**src/rtl/fifo_pkg.sv**
```systemverilog
// ----------------------------------------------------------------------------
// fifo_pkg
//   Shared constants and helpers for the synchronous FIFO slice.
//   - clog2      : ceiling log2, usable in constant expressions
//   - cnt_w      : width of the occupancy counter (must be able to hold DEPTH)
//   - is_pow2    : power-of-two test for the depth parameter
//   - params_ok  : legality of the full parameter set, checked at elaboration
//   No ports (package).
// ----------------------------------------------------------------------------
package fifo_pkg;

    function automatic int clog2(input int value);
        int result;
        result = 0;
        for (int i = 0; i < 31; i++) begin
            if ((1 << i) < value) begin
                result = i + 1;
            end
        end
        return result;
    endfunction

    // The counter needs one bit more than the pointers so that "full"
    // (count == DEPTH) is distinguishable from "empty" (count == 0).
    function automatic int cnt_w(input int depth);
        return clog2(depth) + 1;
    endfunction

    function automatic bit is_pow2(input int value);
        return (value > 0) && ((value & (value - 1)) == 0);
    endfunction

    function automatic bit params_ok(input int data_w, input int depth,
                                     input int af_level, input int ae_level);
        return (data_w >= 1) && is_pow2(depth) && (depth >= 4) &&
               (af_level >= 1) && (af_level <= depth - 1) &&
               (ae_level >= 1) && (ae_level <= depth - 1);
    endfunction

endpackage : fifo_pkg

```
**src/rtl/fifo_sync_param_if.sv**
```systemverilog
// ----------------------------------------------------------------------------
// fifo_sync_param_if
//   Bundles the producer/consumer side of the FIFO.
//   master : the user side (drives buf_in, wr_en, rd_en; observes status)
//   slave  : the FIFO itself
//   Signals:
//     buf_in        write data                 wr_en      write request
//     rd_en         read request / pop         buf_out    read data
//     buf_empty     no entries stored          buf_full   DEPTH entries stored
//     almost_empty  count <= AE_LEVEL          almost_full count >= AF_LEVEL
//     fifo_counter  entries stored             overflow / underflow error pulses
//   Handshake: a write is taken on a rising edge when wr_en is high and the
//   FIFO is not full, or is full but a read is taken on the same edge; a read
//   is taken when rd_en is high and the FIFO is not empty. Rejected requests
//   leave state untouched and raise overflow/underflow for the next cycle.
// ----------------------------------------------------------------------------
interface fifo_sync_param_if
    import fifo_pkg::*;
#(
    parameter int DATA_W = 8,
    parameter int DEPTH  = 64
);
    localparam int CNT_W = cnt_w(DEPTH);

    logic [DATA_W-1:0] buf_in;
    logic              wr_en;
    logic              rd_en;
    logic [DATA_W-1:0] buf_out;
    logic              buf_empty;
    logic              buf_full;
    logic              almost_empty;
    logic              almost_full;
    logic [CNT_W-1:0]  fifo_counter;
    logic              overflow;
    logic              underflow;

    modport master (
        output buf_in, wr_en, rd_en,
        input  buf_out, buf_empty, buf_full, almost_empty, almost_full,
               fifo_counter, overflow, underflow
    );

    modport slave (
        input  buf_in, wr_en, rd_en,
        output buf_out, buf_empty, buf_full, almost_empty, almost_full,
               fifo_counter, overflow, underflow
    );

endinterface : fifo_sync_param_if

```
**src/rtl/fifo_mem_dp.sv**
```systemverilog
// ----------------------------------------------------------------------------
// fifo_mem_dp
//   Simple dual-port storage: one synchronous write port, one asynchronous
//   read port, DATA_W x DEPTH. Contents are deliberately not reset.
//   Ports:
//     clk      in   write clock
//     we_i     in   write enable
//     waddr_i  in   write address
//     wdata_i  in   write data
//     raddr_i  in   read address
//     rdata_o  out  read data (combinational from raddr_i)
// ----------------------------------------------------------------------------
module fifo_mem_dp
    import fifo_pkg::*;
#(
    parameter int DATA_W = 8,
    parameter int DEPTH  = 64,
    localparam int ADDR_W = clog2(DEPTH)
) (
    input  logic              clk,
    input  logic              we_i,
    input  logic [ADDR_W-1:0] waddr_i,
    input  logic [DATA_W-1:0] wdata_i,
    input  logic [ADDR_W-1:0] raddr_i,
    output logic [DATA_W-1:0] rdata_o
);

    logic [DATA_W-1:0] mem_q [DEPTH];

    always_ff @(posedge clk) begin
        if (we_i) begin
            mem_q[waddr_i] <= wdata_i;
        end
    end

    assign rdata_o = mem_q[raddr_i];

endmodule : fifo_mem_dp

```
**src/rtl/fifo_sync_param.sv**
```systemverilog
// ----------------------------------------------------------------------------
// fifo_sync_param
//   Parametrised single-clock FIFO with same-cycle read+write, programmable
//   almost-full/almost-empty thresholds, overflow/underflow pulses and an
//   optional first-word-fall-through read mode.
//   Ports:
//     clk   in      rising-edge clock
//     rst   in      asynchronous, active-high reset
//     bus   slave   fifo_sync_param_if (data, requests, flags, count, errors)
//   All flags are registered from the next-state count, so they change on the
//   same edge as fifo_counter.
// ----------------------------------------------------------------------------
module fifo_sync_param
    import fifo_pkg::*;
#(
    parameter int DATA_W   = 8,
    parameter int DEPTH    = 64,
    parameter int AF_LEVEL = 56,
    parameter int AE_LEVEL = 8,
    parameter int FWFT     = 0
) (
    input  logic              clk,
    input  logic              rst,
    fifo_sync_param_if.slave  bus
);

    localparam int ADDR_W = clog2(DEPTH);
    localparam int CNT_W  = cnt_w(DEPTH);

    if (!params_ok(DATA_W, DEPTH, AF_LEVEL, AE_LEVEL)) begin : g_bad_params
        $error("fifo_sync_param: illegal DATA_W/DEPTH/AF_LEVEL/AE_LEVEL combination");
    end

    logic [ADDR_W-1:0] wr_ptr_q, wr_ptr_d;
    logic [ADDR_W-1:0] rd_ptr_q, rd_ptr_d;
    logic [CNT_W-1:0]  count_q, count_d;
    logic              empty_q, empty_d;
    logic              full_q, full_d;
    logic              aempty_q, aempty_d;
    logic              afull_q, afull_d;
    logic              overflow_q, overflow_d;
    logic              underflow_q, underflow_d;

    logic              rd_acc;
    logic              wr_acc;
    logic [DATA_W-1:0] rd_data;

    // A full FIFO still takes a write when a read frees a slot on the same edge.
    assign rd_acc = bus.rd_en & ~empty_q;
    assign wr_acc = bus.wr_en & (~full_q | rd_acc);

    always_comb begin
        wr_ptr_d    = wr_acc ? wr_ptr_q + ADDR_W'(1) : wr_ptr_q;
        rd_ptr_d    = rd_acc ? rd_ptr_q + ADDR_W'(1) : rd_ptr_q;
        count_d     = count_q + CNT_W'(wr_acc) - CNT_W'(rd_acc);
        empty_d     = (count_d == '0);
        full_d      = (count_d == CNT_W'(DEPTH));
        aempty_d    = (count_d <= CNT_W'(AE_LEVEL));
        afull_d     = (count_d >= CNT_W'(AF_LEVEL));
        overflow_d  = bus.wr_en & ~wr_acc;
        underflow_d = bus.rd_en & empty_q;
    end

    always_ff @(posedge clk or posedge rst) begin
        if (rst) begin
            wr_ptr_q    <= '0;
            rd_ptr_q    <= '0;
            count_q     <= '0;
            empty_q     <= 1'b1;
            full_q      <= 1'b0;
            aempty_q    <= 1'b1;
            afull_q     <= 1'b0;
            overflow_q  <= 1'b0;
            underflow_q <= 1'b0;
        end else begin
            wr_ptr_q    <= wr_ptr_d;
            rd_ptr_q    <= rd_ptr_d;
            count_q     <= count_d;
            empty_q     <= empty_d;
            full_q      <= full_d;
            aempty_q    <= aempty_d;
            afull_q     <= afull_d;
            overflow_q  <= overflow_d;
            underflow_q <= underflow_d;
        end
    end

    fifo_mem_dp #(
        .DATA_W (DATA_W),
        .DEPTH  (DEPTH)
    ) u_mem (
        .clk     (clk),
        .we_i    (wr_acc),
        .waddr_i (wr_ptr_q),
        .wdata_i (bus.buf_in),
        .raddr_i (rd_ptr_q),
        .rdata_o (rd_data)
    );

    if (FWFT != 0) begin : g_fwft
        // Head word is shown directly; forced to zero while empty so the
        // output is stable and matches the reset value.
        assign bus.buf_out = empty_q ? '0 : rd_data;
    end else begin : g_std
        logic [DATA_W-1:0] dout_q;

        // When full with a simultaneous write, wr_ptr == rd_ptr; the async
        // read still returns the pre-edge word, so the popped data is correct.
        always_ff @(posedge clk or posedge rst) begin
            if (rst) begin
                dout_q <= '0;
            end else if (rd_acc) begin
                dout_q <= rd_data;
            end
        end

        assign bus.buf_out = dout_q;
    end

    assign bus.buf_empty    = empty_q;
    assign bus.buf_full     = full_q;
    assign bus.almost_empty = aempty_q;
    assign bus.almost_full  = afull_q;
    assign bus.fifo_counter = count_q;
    assign bus.overflow     = overflow_q;
    assign bus.underflow    = underflow_q;

endmodule : fifo_sync_param

```
**src/flat_wrapper.sv**
```systemverilog
// flat-port wrapper written by rule: the top's interface ports become plain ports
module fifo_sync_param_flat import fifo_pkg::*;
#(
    parameter int DATA_W   = 8,
    parameter int DEPTH    = 64,
    parameter int AF_LEVEL = 56,
    parameter int AE_LEVEL = 8,
    parameter int FWFT     = 0
)
  (clk, rst, bus_buf_in, bus_wr_en, bus_rd_en, bus_buf_out, bus_buf_empty, bus_buf_full, bus_almost_empty, bus_almost_full, bus_fifo_counter, bus_overflow, bus_underflow);
  fifo_sync_param_if #(.DATA_W(DATA_W), .DEPTH(DEPTH)) bus_i ();
  input  logic clk;
  input  logic rst;
  input wire logic [$bits(bus_i.buf_in)-1:0] bus_buf_in;
  input wire logic [$bits(bus_i.wr_en)-1:0] bus_wr_en;
  input wire logic [$bits(bus_i.rd_en)-1:0] bus_rd_en;
  output wire logic [$bits(bus_i.buf_out)-1:0] bus_buf_out;
  output wire logic [$bits(bus_i.buf_empty)-1:0] bus_buf_empty;
  output wire logic [$bits(bus_i.buf_full)-1:0] bus_buf_full;
  output wire logic [$bits(bus_i.almost_empty)-1:0] bus_almost_empty;
  output wire logic [$bits(bus_i.almost_full)-1:0] bus_almost_full;
  output wire logic [$bits(bus_i.fifo_counter)-1:0] bus_fifo_counter;
  output wire logic [$bits(bus_i.overflow)-1:0] bus_overflow;
  output wire logic [$bits(bus_i.underflow)-1:0] bus_underflow;
  assign bus_i.buf_in = bus_buf_in;
  assign bus_i.wr_en = bus_wr_en;
  assign bus_i.rd_en = bus_rd_en;
  assign bus_buf_out = bus_i.buf_out;
  assign bus_buf_empty = bus_i.buf_empty;
  assign bus_buf_full = bus_i.buf_full;
  assign bus_almost_empty = bus_i.almost_empty;
  assign bus_almost_full = bus_i.almost_full;
  assign bus_fifo_counter = bus_i.fifo_counter;
  assign bus_overflow = bus_i.overflow;
  assign bus_underflow = bus_i.underflow;
  fifo_sync_param #(.DATA_W(DATA_W), .DEPTH(DEPTH), .AF_LEVEL(AF_LEVEL), .AE_LEVEL(AE_LEVEL), .FWFT(FWFT)) u_core (.clk(clk), .rst(rst), .bus(bus_i));
endmodule
```
**config.mk**
```make
export PLATFORM = sky130hd
export DESIGN_NAME = fifo_sync_param_flat
export DESIGN_NICKNAME = d
export VERILOG_FILES = /design/src/rtl/fifo_pkg.sv /design/src/rtl/fifo_sync_param_if.sv /design/src/rtl/fifo_mem_dp.sv /design/src/rtl/fifo_sync_param.sv /design/src/flat_wrapper.sv
export SDC_FILE = /design/constraint.sdc
export NUM_CORES = 1
export LEC_CHECK = 0
export CAP_MARGIN = 20
export CORE_MARGIN = 1
export CORE_UTILIZATION = 56
export DETAILED_ROUTE_END_ITERATION = 12
export PLACE_DENSITY = 0.75
export RECOVER_POWER = 50
export SLEW_MARGIN = 30
export SYNTH_ARGS = -nofsm -noshare
export SYNTH_HDL_FRONTEND = slang
export SYNTH_SLANG_ARGS = --single-unit
```
**constraint.sdc**
```tcl
create_clock -name clk -period 3 [get_ports clk]
set_input_delay 0.6 -clock clk [delete_from_list [all_inputs] [get_ports clk]]
set_output_delay 0.6 -clock clk [all_outputs]
set_load 0.005 [all_outputs]
```
# == Word-level counts from Yosys, hierarchy flattened ==
# Memory sizes are Yosys's and may differ from the RTL's. A register that Yosys moved wholly into a read port is not among the register bits.
# Cells that the tools add are included.
# totals
reg_bits,25
ramBits,512
in_bits,12
out_inout_bits,21
wordCells,28
memories,1
# op_classes
n_addsub,4
order_cmp,2
n_eq_ne,1
muxes,2
bitwise_logic,8
n_reduce_logical,1
# mem_list
memory,words,width,read_ports,rd_clocked_by_memory_dff,write_ports,line,rtl
u_core.u_mem.mem_q,64,8,1,1,1,fifo_mem_dp.sv:28,logic [DATA_W-1:0] mem_q [DEPTH];
# ops
cell,count
"6-bit by 1-bit adder with 6-bit output, second input constant",2
7-bit by 1-bit adder with 7-bit output,1
"7-bit equality test, second input constant",1
"7-bit by 6-bit >= comparator with 1-bit output, second input constant",1
"7-bit by 4-bit <= comparator with 1-bit output, second input constant",1
7-bit zero test,1
7-bit by 1-bit subtractor with 7-bit output,1
1-bit AND,4
1-bit inverter,3
1-bit two-way mux,2
1-bit bitwise OR,1

# == Depth between registers and ports, before layout ==
# Gate-level depths: netlist (run 1).
# logic_depth
depth_word,7
mapped_depth,12
ltp_nobuf,11

# == By module ==
# From an unflattened synthesis (run 1), not the netlist that was laid out.
# unflattened
cells_unflattened,1075
hier_area_um2,21568.2
# by_module_without_submodules
mod,n_inst,cells_each,area_per_inst_um2,seq_area_each_um2
fifo_mem_dp,1,932,20006.7,15374.7
fifo_sync_param,1,143,1561.5,828.3

# == Worst setup path after synthesis (run 1) ==
# OpenSTA, ideal clock, no wires.
# synth_timing
path_kind,input-to-reg
from,input bus_rd_en
to,"register u_core.afull_q, in the netlist u_core.bus.almost_full"
setup_time_ns,0.120
t_arrival_ns,2.918
required_time_ns,2.880
setup_slack_ns,-0.038
stages,12
n_path_buf,1
cell_sequence,nand2b_1 > clkbuf_1 > clkinv_1 > ha_1 > inv_1 > ha_1 > fa_1 > a21o_1 > a21oi_1 > nand4b_1 > nand3_1 > a31o_2
# synth_between
elab_chain_len,6
# synth_lines
element,line,rtl
"start, declared",flat_wrapper.sv:16,input wire logic [$bits(bus_i.rd_en)-1:0] bus_rd_en;
1-bit AND *,fifo_sync_param.sv:49,assign rd_acc = bus.rd_en & ~empty_q;
via u_core.rd_acc,fifo_sync_param.sv:44,logic rd_acc;
1-bit bitwise OR,fifo_sync_param.sv:50,assign wr_acc = bus.wr_en & (~full_q | rd_acc);
1-bit AND,fifo_sync_param.sv:50,
7-bit by 1-bit adder with 7-bit output,fifo_sync_param.sv:55,count_d = count_q + CNT_W'(wr_acc) - CNT_W'(rd_acc);
7-bit by 1-bit subtractor with 7-bit output *,fifo_sync_param.sv:55,
via u_core.count_d[6],fifo_sync_param.sv:36,"logic [CNT_W-1:0] count_q, count_d;"
7-bit by 6-bit >= comparator with 1-bit output *,fifo_sync_param.sv:59,afull_d = (count_d >= CNT_W'(AF_LEVEL));
via u_core.afull_d,fifo_sync_param.sv:40,"logic afull_q, afull_d;"
"end signal, assigned",fifo_sync_param.sv:82,afull_q <= afull_d;
"end, declared",fifo_sync_param.sv:40,
# Mark *: on every way through the listed nets, which the timed path passes. The rest lies on a longest branch.
# A chain may end at the register's enable or synchronous reset.

# == Final worst setup path (run 1) ==
# layout_timing
from,input bus_rd_en
to,"register u_core.empty_q, in the netlist u_core.bus.buf_empty"
# layout_between
elab_chain_len,6
# layout_lines
element,line,rtl
1-bit AND *,fifo_sync_param.sv:49,
via u_core.rd_acc,fifo_sync_param.sv:44,
1-bit bitwise OR,fifo_sync_param.sv:50,
1-bit AND,fifo_sync_param.sv:50,
7-bit by 1-bit adder with 7-bit output,fifo_sync_param.sv:55,
7-bit by 1-bit subtractor with 7-bit output *,fifo_sync_param.sv:55,
7-bit zero test *,fifo_sync_param.sv:56,empty_d = (count_d == '0);
via u_core.empty_d,fifo_sync_param.sv:37,"logic empty_q, empty_d;"
"end signal, assigned",fifo_sync_param.sv:79,empty_q <= empty_d;
"end, declared",fifo_sync_param.sv:37,
# Marks and branches as above.

==> run summary, run 1 <==
Switching power: 6.908 mW
Nets: 1271
Routed len/inst: 25.67 µm
H-Tree Level Count: 2
Pint: 15.64 mW
Netlist Area Pre-Place: 21460 µm²
Peak VDD IR: 0.5783 mV
Post-Route WL: 46230 µm
Ratio of cells with drive above 1 in the final layout: 0.2411
Slew headroom: -0.8166
Initial Util: 0.5699
Leakage: 8.254 nW
Die H: 197.8 µm
First-pass DRT Iterations: 9
Die X: 197.8 µm
Fmax: 352.2 MHz
Synthesis Warnings: 0
Reg2reg end: u_core.bus.buf_empty
Met3 WL: 3645 µm
Core Util, Final: 0.6576
I/O Buffers: 32
DIE AREA: 39120 µm²
Design Power: 22.55 mW
DP Area: 23160 µm²
# DRC: 0
GP Congestion: 0.9417
Sequential-to-total area share from yosys stat: 0.7549
Final Hold Vio Count: 0
DR vias/cell: 6.128
First-pass GRT wire length: 68840 µm
Final Setup Violations: 0
Final Max Tran Viols: 301
FP Rows: 71
CTS hold repair buffers: 0
Status: complete, but fails checks
Post-cts resize count: 0
CP required: 3.48 ns
Initial antenna violation count: 0
Crit Path Max Fanout: 3
Largest net degree at the start of global routing: 65
Synth Area per Inst: 19.66 µm²
Top-level I/O count: 33
Worst reg-to-reg path cell count: 11
Startpoint types: input pin
Metal2 WL: 22780 µm
Setup bufs post-CTS: 0
Crit path kind: in2reg
R2R Setup Slk: 0.18 ns
Ys async rst share: 0.06055
Net Sw Frac: 0.3063
Mapped Cells: 1092
Worst Hold Class: reg2reg
Initial drt markers: 1243
Root cell of the clock tree: clkbuf_16
HP Start: u_core.rd_ptr_q[5]
Hold WS: 0.5121 ns
Reg power frac: 0.411
Post-synthesis net count: 1114
Hold EP: u_core.rd_ptr_q[5]
CORE AREA: 37670 µm²
Max Cap Viol: 8
TritonCTS Buffers: 51
Clock skew: 0.02344 ns
Number of flops mapped to enable cells by yosys: 512
Total grt overflow: 0
Gr usage total: 0.2437
CP cell instances: dlygate4sd3_1, nand2b_1, clkinv_2, ha_1, inv_1, ha_1, fa_1, a21o_1, a21oi_1, xnor2_1, nand4_1, nor3_1
Critical path arrival: 3.32 ns
Uppermost layer routed: met4
ANT nets after route: 0
Area delta synth->final: 15.40%
Vias: 11.04k
FF+latch count, synth: 545
Slowest-stage cell, CP: dlygate4sd3_1
Clk sinks: 545
Worst-path clk slew: 0.07 ns
CTS tree: yes
RSZ-0062 raised after global routing: no
Synth Flop Type: edfxtp_1
Synth cell types: 53
Wire length on met1: 18420 µm
Most Frequent Cell on Critical Path: ha_1
Period Utilization, post-route: 0.9463
Ant diodes: 0
Comb pwr share: 0.300
PwrDens: 910.4 nW/µm²
Clock share of power: 0.289
CP bufs+invs: 3
Clock Latency Late Sink: 0.58 ns
Crit end category: flip-flop
Slowest Stage Delay on Critical Path: 0.55 ns
Worst-margin pin slew: 2.725 ns
Failing checks: capacitance limit, slew limit
Fin area: 24770 µm²
Crit-path leading delay family: adder cells
Tmin final: 2.839 ns
Vias in the first global route: 11.21k
CTS max path bufs: 3
Hold Path Depth: 1
HPWL Detailed: 29820 µm
Reg-to-Reg Start: u_core.bus.buf_empty
## area by class of cell
type | instances | area (µm²)
clock buffer | 62 | 1339
fill | 2479 | 12900
sequential | 545 | 16210
tap | 511 | 639.4
multi-input combinational | 477 | 4881
inverter | 16 | 61.31
timing repair buffer | 158 | 1270
clock inverter | 32 | 367.9
## power by group through the flow
| stage | Combinational (mW) | Clock [mW] | Sequential (mW) |
|---|---|---|---|
| floorplan | 4.71 | 0 | 9.11 |
| global placement | 6.62 | 0 | 9.38 |
| detailed placement | 6.74 | 0 | 9.41 |
| CTS | 6.79 | 6.59 | 9.25 |
| global route | 7.18 | 6.86 | 9.31 |
| finish | 6.76 | 6.52 | 9.27 |
## how the worst max path moves through the flow
stage	from	slack, ns	to	cells past startpoint
2_1_floorplan	bus_rd_en	0.03	u_core.bus.almost_full	12
3_3_place_gp	bus_rd_en	-0.20	u_core.bus.almost_full	12
3_5_place_dp	bus_rd_en	-0.29	u_core.bus.buf_empty	12
4_1_cts	u_core.bus.buf_empty	0.16	u_core.bus.buf_empty	11
5_1_grt	u_core.bus.buf_empty	0.02	u_core.bus.almost_full	11
6_report	bus_rd_en	0.16	u_core.bus.buf_empty	12
## Yosys cell counts (all sizes together), types with 10 or more instances
| cell | n | area (µm²) |
|---|---|---|
| dfrtp | 31 | 775.7 |
| edfxtp | 512 | 15370 |
| inv | 15 | 56.30 |
| buf | 37 | 256.5 |
| mux4 | 105 | 2372 |
| a22oi | 12 | 90.09 |
| o221ai | 14 | 122.6 |
| mux2i | 68 | 680.7 |
| o21ai | 12 | 60.06 |
| clkbuf | 17 | 63.81 |
| o22ai | 12 | 75.07 |
| nand2 | 42 | 157.7 |
| nor2 | 78 | 292.8 |
| xnor2 | 10 | 87.58 |
| nand3 | 14 | 70.07 |
| a21oi | 22 | 110.1 |
## cells by family (layout without fill, tap and decap cells)
kind of cell | count (synthesis) | count (layout) | synth area share
compound gates | 102 | 102 | 0.03486
xor+xnor | 13 | 13 | 0.005305
fa+ha+maj | 10 | 10 | 0.006179
buf+inv | 70 | 268 | 0.01772
flops | 545 | 545 | 0.7549
mux | 174 | 174 | 0.1428
simple gates | 178 | 178 | 0.03830
## flip-flops by register name, summed over array words and instances, names as in the netlist, 6 cells and up
| register | cells |
|---|---|
| u_core.wr_ptr_q | 6 |
| u_core.bus.buf_out | 8 |
| u_core.u_mem.mem_q | 512 |
| u_core.rd_ptr_q | 6 |
| u_core.bus.fifo_counter | 7 |
## cells in the final DEF (no fill, tap or decap), types with 12 or more instances in the layout
cell,n
inv_1,15
clkbuf_16,52
edfxtp_1,512
o21ai_0,12
buf_4,111
a22oi_1,12
clkdlybuf4s50_1,22
a21oi_1,22
mux2i_1,68
o221ai_1,14
nand2_1,42
dfrtp_1,28
nor2_1,78
nand3_1,14
o22ai_1,12
mux4_2,103
clkbuf_1,23
## per-layer routing
layer / track usage / vias up
met1: 0.3350 / 5688
met2: 0.4000 / 509
met5: 0 / -
li1: - / 4753
met4: 0.07752 / 0
met3: 0.04377 / 87
## metrics by stage
stage	cells	setup WS, ns	TNS (ns)
after floorplan	1092	0.03027	0
after global placement	1707	-0.1990	-0.6911
after detailed placement	1707	-0.2891	-1.119
after CTS	1801	0.1619	0
after global routing	1801	0.02051	0
final	1801	0.1611	0
No activity file was read; power rests on OpenSTA's default activity.
==> inputs of run 2 (changes only) <==
--- a/config.mk
+++ b/config.mk
@@ -7,8 +7,9 @@
 export LEC_CHECK = 0
 export CAP_MARGIN = 20
 export CORE_MARGIN = 1
-export CORE_UTILIZATION = 56
+export CORE_UTILIZATION = 57
 export DETAILED_ROUTE_END_ITERATION = 12
+export DONT_BUFFER_PORTS = 1
 export PLACE_DENSITY = 0.75
 export RECOVER_POWER = 50
 export SLEW_MARGIN = 30
==> run summary, run 2 (synthesized netlist as in run 1, its figures left out) <==
Routed len/inst: 26.25 µm (was 25.67 µm)
Die X: 196.1 µm (was 197.8 µm)
Slew headroom: -0.2346 (was -0.8166)
PwrDens: 898.2 nW/µm² (was 910.4 nW/µm²)
Worst-path clk slew: 0.06 ns (was 0.07 ns)
Largest net degree at the start of global routing: 65 (unchanged)
Status: complete, but fails checks (unchanged)
HPWL Detailed: 28230 µm (was 29820 µm)
H-Tree Level Count: 2 (unchanged)
Clock skew: 0.01403 ns (was 0.02344 ns)
CORE AREA: 36870 µm² (was 37670 µm²)
Final Setup Violations: 0 (unchanged)
Period Utilization, post-route: 0.9575 (was 0.9463)
Tmin final: 2.873 ns (was 2.839 ns)
Most frequent cells in the layout: edfxtp_1 (512), mux4_2 (103), buf_4 (89) (was edfxtp_1 (512), buf_4 (111), mux4_2 (103))
Post-Route WL: 45500 µm (was 46230 µm)
Crit Path Max Fanout: 16 (was 3)
Setup bufs post-CTS: 0 (unchanged)
Vias in the first global route: 10.96k (was 11.21k)
Initial drt markers: 995 (was 1243)
Clock Latency Late Sink: 0.57 ns (was 0.58 ns)
R2R Setup Slk: 0.13 ns (was 0.18 ns)
Worst-margin pin slew: 1.852 ns (was 2.725 ns)
Ratio of cells with drive above 1 in the final layout: 0.2286 (was 0.2411)
Initial Util: 0.5821 (was 0.5699)
FP Rows: 70 (was 71)
Fmax: 348.1 MHz (was 352.2 MHz)
Placement Setup Slack: 0.1981 ns (was -0.2891 ns)
CTS tree: yes (unchanged)
Hold WS: 0.1342 ns (was 0.5121 ns)
HP Start: bus_buf_in[1] (was u_core.rd_ptr_q[5])
Startpoint types: flip-flop (was input pin)
Leakage: 7.962 nW (was 8.254 nW)
Area delta synth->final: 12.57% (was 15.40%)
Root cell of the clock tree: clkbuf_16 (unchanged)
Worst setup path start: u_core.bus.buf_empty (was bus_rd_en)
Post-route setup slack: 0.1274 ns (was 0.1611 ns)
Failing checks: capacitance limit, slew limit (unchanged)
Clk sinks: 545 (unchanged)
CP required: 3.27 ns (was 3.48 ns)
Nets: 1211 (was 1271)
Most flops, register: u_core.u_mem.mem_q (unchanged)
Initial antenna violation count: 0 (unchanged)
DR vias/cell: 6.272 (was 6.128)
RSZ-0062 raised after global routing: no (unchanged)
Final Hold Vio Count: 0 (unchanged)
First-pass GRT wire length: 68300 µm (was 68840 µm)
CTS hold repair buffers: 0 (unchanged)
TritonCTS Buffers: 52 (was 51)
Critical path arrival: 3.14 ns (was 3.32 ns)
Vias: 10.87k (was 11.04k)
I/O Buffers: 0 (was 32)
Top-level I/O count: 33 (unchanged)
Reg-to-Reg Start: u_core.bus.buf_empty (unchanged)
# DRC: 0 (unchanged)
Post-cts resize count: 0 (unchanged)
Peak VDD IR: 0.5425 mV (was 0.5783 mV)
Die H: 196.1 µm (was 197.8 µm)
Reg2reg end: u_core.u_mem.mem_q[37][1] (was u_core.bus.buf_empty)
Crit path kind: reg2reg (was in2reg)
ANT nets after route: 0 (unchanged)
CTS max path bufs: 3 (unchanged)
Fillers: 2335 (was 2479)
Worst Hold Class: in2reg (was reg2reg)
Gr usage total: 0.2435 (was 0.2437)
Total grt overflow: 0 (unchanged)
Setup_tns: 0 ns (unchanged)
Design Power: 21.70 mW (was 22.55 mW)
Hold EP: u_core.u_mem.mem_q[50][1] (was u_core.rd_ptr_q[5])
First-pass DRT Iterations: 7 (was 9)
Ant diodes: 0 (unchanged)
Max Cap Viol: 1 (was 8)
Hold Path Depth: 0 (was 1)
GP Congestion: 0.8654 (was 0.9417)
Final Max Tran Viols: 34 (was 301)
Largest register FFs: 512 (unchanged)
Worst reg-to-reg path cell count: 7 (was 11)
DIE AREA: 38440 µm² (was 39120 µm²)
Crit end category: flip-flop (unchanged)
Most common cell after layout, fill and taps aside: edfxtp_1 (unchanged)
==> run 2: cell count changes in the layout (fill, tap and decap cells not counted), sizes merged, moves of 4 or more <==
cell and change:
bufinv -6, clkdlybuf4s50 -22, buf -22, clkbuf +4
clkinv -6
==> run 2: layout make-up <==
type | count | area [µm²] | area share
clock buffer | 78 | 1480 | 0.06126
timing repair buffer | 97 | 795.8 | 0.03293
clock inverter | 16 | 97.59 | 0.004039
inverter | 16 | 61.31 | 0.002537
sequential | 545 | 16210 | 0.6710
multi-input combinational | 477 | 4885 | 0.2022
tap | 504 | 630.6 | 0.02610
==> run 2: metal layers <==
metal | GRT usage | vias up | wire length, µm
li1 | - | 4640 | -
met2 | 0.3915 | 514 | 22240
met5 | 0 | - | 0
met4 | 0.07668 | 0 | 1321
met1 | 0.3387 | 5626 | 18150
met3 | 0.05106 | 89 | 3781
==> run 2: how the worst max path moves through the flow <==
stage	to	slack, ns	cells after the start
2_1_floorplan	u_core.bus.almost_full	0.03	12
6_report	u_core.u_mem.mem_q[37][1]	0.13	7
3_5_place_dp	u_core.bus.almost_full	0.20	11
5_1_grt	u_core.bus.almost_empty	0.05	11
3_3_place_gp	u_core.bus.almost_full	0.24	11
4_1_cts	u_core.bus.almost_full	0.19	11
==> run 2: worst max-delay path: stages, from the launching register on <==
cell      delay, ns
dfstp_1        0.38
nand2b_1       0.18
buf_4          0.22
a21boi_2       0.17
clkbuf_1       0.45
nand3_1        0.62
nor2_1         0.31
buf_4          0.23
==> run 2: power by group <==
| part | total [mW] | switching [mW] | internal, mW |
|---|---|---|---|
| Combinational | 6.30 | 3.49 | 2.81 |
| Clock | 6.07 | 2.60 | 3.47 |
| Sequential | 9.33 | 0.538 | 8.80 |
==> run 2: stage by stage <==
step	utilization	instance area (µm²)	std cells
final	0.6553	24160	1733
after global routing	0.6553	24160	1733
after CTS	0.6554	24170	1733
after detailed placement	0.6126	22590	1639
after global placement	0.6126	22590	1639
after floorplan	-	21470	1092
==> RTL change 1 (config.mk and constraints of run 2) <==
`DEPTH` is set to 64 in 4 places; all go to 128.
--- a/src/rtl/fifo_sync_param_if.sv
+++ b/src/rtl/fifo_sync_param_if.sv
@@ -19,5 +19,5 @@
 #(
     parameter int DATA_W = 8,
-    parameter int DEPTH  = 64
+    parameter int DEPTH  = 128
 );
     localparam int CNT_W = cnt_w(DEPTH);
--- a/src/rtl/fifo_mem_dp.sv
+++ b/src/rtl/fifo_mem_dp.sv
@@ -15,5 +15,5 @@
 #(
     parameter int DATA_W = 8,
-    parameter int DEPTH  = 64,
+    parameter int DEPTH  = 128,
     localparam int ADDR_W = clog2(DEPTH)
 ) (
--- a/src/rtl/fifo_sync_param.sv
+++ b/src/rtl/fifo_sync_param.sv
@@ -15,5 +15,5 @@
 #(
     parameter int DATA_W   = 8,
-    parameter int DEPTH    = 64,
+    parameter int DEPTH    = 128,
     parameter int AF_LEVEL = 56,
     parameter int AE_LEVEL = 8,
--- a/src/flat_wrapper.sv
+++ b/src/flat_wrapper.sv
@@ -3,5 +3,5 @@
 #(
     parameter int DATA_W   = 8,
-    parameter int DEPTH    = 64,
+    parameter int DEPTH    = 128,
     parameter int AF_LEVEL = 56,
     parameter int AE_LEVEL = 8,
Ports: changed (resized bus_fifo_counter); port bits go from 33 to 34. No check against the original RTL was run, so the function may have changed too.
==> RTL change 1 against run 2 <==
- total power up 99%
- fmax down 2.0%
- global-route usage up 2.3 points
- sequential cell count up 515
- wire length up 110%
- critical endpoint is now u_core.bus.buf_empty
- non-clock buffer count up 132
- first-iteration DRC count rose to 2.5 times the old value
- final area up 96%
- synthesized area up 92%
- setup slack worse by 0.059 ns
==> RTL change 1: results (changes against run 2) <==
Outcome = finished clean
CP Max Fanout = 4 (-12)
Seq/total area = 66.7% (-0.36 points)
Non-CTS buffers = 229 (+140%)
Post-synth top cells = 1,024 x edfxtp_1, 234 x mux4_2, 156 x nor2_1
Area contributors post-synth = edfxtp_1 75%, mux4_2 13%, dfrtp_1 2.1%
CLK BUF = 118 (+51%)
Multi-Input Combinational = 768 (+61%)
CP max stage delay = 0.55 ns (-0.07 ns)
Met2 routed WL = 47,600 um (+110%)
Family with the most delay on the worst path = compound AO/OA/AOI/OAI gates
Clk tree area frac = 7.37% (+0.84 points)
Initial DRC count = 2,495 (+150%)
Non-Clock Buffer Area Fraction = 4.31% (+1.0 points)
Global Route met3 Usage = 5.48% (+0.37 points)
Setup WS pre-CTS = -0.00793 ns (-0.206 ns)
Fill cell instance count of the final layout = 4,328 (+85%)
FF-to-FF End = u_core.bus.buf_empty
Clock skew = 0.0251 ns (+0.0111 ns)
Non-filler instance count after layout = 3,213 (+85%)
Avg WL per Cell = 29.9 um (+14%)
Seq/Total Area, Yosys = 76.8% (+1.3 points)
Half-perimeter wire length after placement = 56,900 um (+100%)
Hold_ws = 0.0491 ns (-0.0850 ns)
Fraction of area in multi-input gates = 18.9% (-1.3 points)
Share of cells above drive strength 1 = 28.5% (+5.7 points)
Pre-antenna DRT Iters = 6 (-1)
Global-route wire length before repair = 142,000 um (+110%)
Total CTS buffers = 102 (+96%)
Max stage delay cell, worst path = or4b_4
R2r worst-path depth = 11 (+4)
Largest net degree at the start of global routing = 129 (+98%)
Reg2reg setup slack = 0.07 ns (-0.06 ns)
Max reg flops = 1,024 (+100%)
RTL change 1: changes by cell type after synthesis, moves of 16 or more:
cell / before / now
edfxtp_1: 512 / 1024
nor2_1: 78 / 156
mux2i_1: 68 / 52
nand2_1: 42 / 26
a22oi_1: 12 / 41
a22o_1: 0 / 23
a221oi_1: 1 / 25
clkbuf_1: 17 / 53
mux4_2: 103 / 234
RTL change 1: cells by family after synthesis:
| kind of cell | share of synthesized area (%) |
|---|---|
| flip-flops | 76.8 |
| multiplexers | 14.9 |
| AND/OR/NAND/NOR | 2.81 |
| AO/OA/AOI/OAI | 3.23 |
| buffers and inverters | 1.65 |
| XOR/XNOR | 0.319 |
| adder cells (fa/ha/maj) | 0.352 |
RTL change 1: power by group through the flow:
stage	combinational, mW	sequential (mW)	clock (mW)
after global routing	13.2	17.3	14.0
after floorplan	8.18	17.2	0
after detailed placement	12.0	17.6	0
final	12.6	17.3	13.3
after CTS	12.2	17.3	13.4
after global placement	11.8	17.6	0
RTL change 1: worst max-delay path by stage:
stage,endpoint,slack [ns],depth (start not counted),start
after floorplan,u_core.bus.buf_full,0.005,13,bus_rd_en
after global placement,u_core.bus.buf_full,0.05,12,u_core.bus.buf_empty
after detailed placement,u_core.bus.buf_full,-0.008,12,u_core.bus.buf_empty
after CTS,u_core.bus.buf_full,0.02,12,u_core.bus.buf_empty
after global routing,u_core.bus.almost_full,-0.05,12,u_core.bus.buf_empty
final,u_core.bus.buf_empty,0.07,11,u_core.bus.buf_empty
RTL change 1: what timing repair did:
action	in CTS	in global routing
setup buffers	0	7
gates resized for setup	4	9
endpoints found under the hold margin	12	0
pin swaps	1	6
hold buffers	1	0
setup endpoints to repair	2	5
==> RTL change 2 (config.mk and constraints of run 2) <==
Made on the original files. Reset style: synchronous (`rst`), changed in 2 clocked blocks. Comments in the files are not updated.
--- a/src/rtl/fifo_sync_param.sv
+++ b/src/rtl/fifo_sync_param.sv
@@ -62,5 +62,5 @@
     end
 
-    always_ff @(posedge clk or posedge rst) begin
+    always_ff @(posedge clk) begin
         if (rst) begin
             wr_ptr_q    <= '0;
@@ -107,5 +107,5 @@
         // When full with a simultaneous write, wr_ptr == rd_ptr; the async
         // read still returns the pre-edge word, so the popped data is correct.
-        always_ff @(posedge clk or posedge rst) begin
+        always_ff @(posedge clk) begin
             if (rst) begin
                 dout_q <= '0;
Function: differs if rst is asserted again (counterexample within 4 cycles, from zero or initial values and one cycle with rst high); with rst held inactive, the same outputs for 10 cycles.
==> RTL change 2 against run 2 <==
- count of clock-buffer cells in the layout shrank 15
- critical path depth up 1
- setup slack improved by 0.15 ns
- final area shrank 0.22%
- wire length increased by 5.4%
- sequential cell count did not move
- synthesized area fell by 0.47%
- global-route usage up 1.7 points
- largest cell class unchanged
Power is not compared: it rests on default switching activity, and its combinational part moved more than twofold at a synthesized area within 25%.
==> RTL change 2: results (changes against run 2) <==
Non-Clock Buffer Area Fraction = 3.22% (-0.076 points)
Pre-antenna DRT Iters = 5 (-2)
Post-synth top cells = 512 x edfxtp_1, 104 x mux4_2, 95 x nor2_1
Max stage delay cell, worst path = clkbuf_1
Vias in the first global route = 11,500 (+4.6%)
Initial antenna violation count = 1 (+1)
CP Max Fanout = 10 (-6)
Area contributors post-synth = edfxtp_1 72%, mux4_2 11%, dfxtp_1 3.1%
Seq pwr share = 49.6%
Slew HR = 31.3% (+55 points)
Clock skew = 0.0248 ns (+0.0108 ns)
Initial DRC count = 1,272 (+28%)
Setup WS pre-CTS = 0.165 ns (-0.0326 ns)
Outcome = finished clean
Half-perimeter wire length after placement = 28,800 um (+2.0%)
CLK BUF = 63 (-19%)
Gpl congestion = 0.902 (+4.2%)
Seq/total area = 66.6% (-0.55 points)
Non-CTS buffers = 96 (-1.0%)
Synth cell types = 52 (-1.9%)
Placed inst area = 22,400 sq um (-0.74%)
Reg2Reg Launch Point = u_core.bus.buf_empty
Clk tree area frac = 7.05% (+0.52 points)
EDFF count, synth = 512 (unchanged)
Cell Pwr Density = 724 nW/um^2
Total CTS buffers = 52 (unchanged)
Cell count after synthesis = 1,140 (+4.4%)
Reg2reg setup slack = 0.27 ns (+0.15 ns)
Hold path startpoint = rst
Fraction of area in multi-input gates = 20.6% (+0.34 points)
Setup Fix Bufs, Post-CTS = 0 (unchanged)
Die area = 38,300 sq um (-0.46%)
Fill cell instance count of the final layout = 2,398 (+2.7%)
Routed WL = 48,000 um (+5.4%)
Crit path arrival time = 3.03 ns (-0.11 ns)
Global-route wire length before repair = 71,800 um (+5.2%)
GR Util All Layers = 26.0% (+1.7 points)
Clock root buffer = clkbuf_16
Avg WL per Cell = 27.6 um (+5.3%)
WHS Endpoint = u_core.bus.fifo_counter[3]
Non-clk invs = 13 (-3)
Fin nets = 1,249 (+3.1%)
Hold Crit Depth = 1 (+1)
Multi-Input Combinational = 519 (+8.8%)
Max VDD drop = 0.469 mV
Clock-pin slew on the worst setup and hold paths = 0.06 ns (about the same)
MaxCap Viol Count = 0 (-1)
Final instance area = 24,100 sq um (-0.22%)
Skew-Pair Late Insertion Delay = 0.59 ns (+0.02 ns)
FF-to-FF End = u_core.u_mem.mem_q[9][1]
Biggest register = u_core.u_mem.mem_q
DR vias/cell = 6.50 (+3.7%)
Seq/Total Area, Yosys = 75.1% (-0.43 points)
Share of cells above drive strength 1 = 23.4% (+0.50 points)
CP max stage delay = 0.35 ns (-0.27 ns)
Ys async rst share = 0% (-6.1 points)
Placed Cells = 1,641 (+0.12%)
R2r worst-path depth = 8 (+1)
Quantity of gates resized following cts = 0 (unchanged)
Hold_ws = 0.0732 ns (-0.0610 ns)
-- RTL change 2: cell types whose count changed after synthesis, sizes merged, moves of 10 or more --
cell,delta
dfrtp,-31
mux2,+10
a22oi,+21
dfxtp,+33
o221ai,-14
nor2,+17
o22ai,-11
mux2i,-30
-- RTL change 2: cells by family (layout without fill, tap and decap cells) --
logic type | Yosys count | count (layout) | synth area share (%)
simple gates | 219 | 219 | 4.66
xor+xnor | 12 | 12 | 0.492
mux | 153 | 153 | 13.3
fa+ha+maj | 10 | 10 | 0.621
flops | 545 | 545 | 75.1
buf+inv | 76 | 203 | 1.75
compound gates | 125 | 125 | 4.11
-- RTL change 2: routing by layer --
metal	part of all wire, %	vias to the layer above	GRT usage (%)
li1	-	4766	-
met3	9.8	108	6.58
met2	47	605	40.1
met4	4.1	2	11.7
met1	39	5798	35.6
met5	0.017	-	0
-- RTL change 2: worst max-delay path by stage --
stage / from / endpoint / slack [ns] / cells past startpoint
after detailed placement: bus_rd_en / u_core.bus.almost_empty / 0.17 / 11
after global placement: bus_rd_en / u_core.bus.almost_empty / 0.27 / 11
after CTS: u_core.bus.buf_empty / u_core.bus.almost_empty / 0.31 / 11
after global routing: u_core.bus.buf_empty / u_core.bus.almost_empty / 0.08 / 10
after floorplan: bus_rd_en / u_core.bus.almost_empty / 0.36 / 11
final: u_core.bus.buf_empty / u_core.u_mem.mem_q[9][1] / 0.27 / 8
-- RTL change 2: critical path, delay by kind of cell, from the launching register on --
| kind | cells | cell delay [ns] |
|---|---|---|
| buf+inv | 4 | 1.02 |
| compound gates | 1 | 0.32 |
| simple gates | 3 | 0.73 |
| flops | 1 | 0.34 |
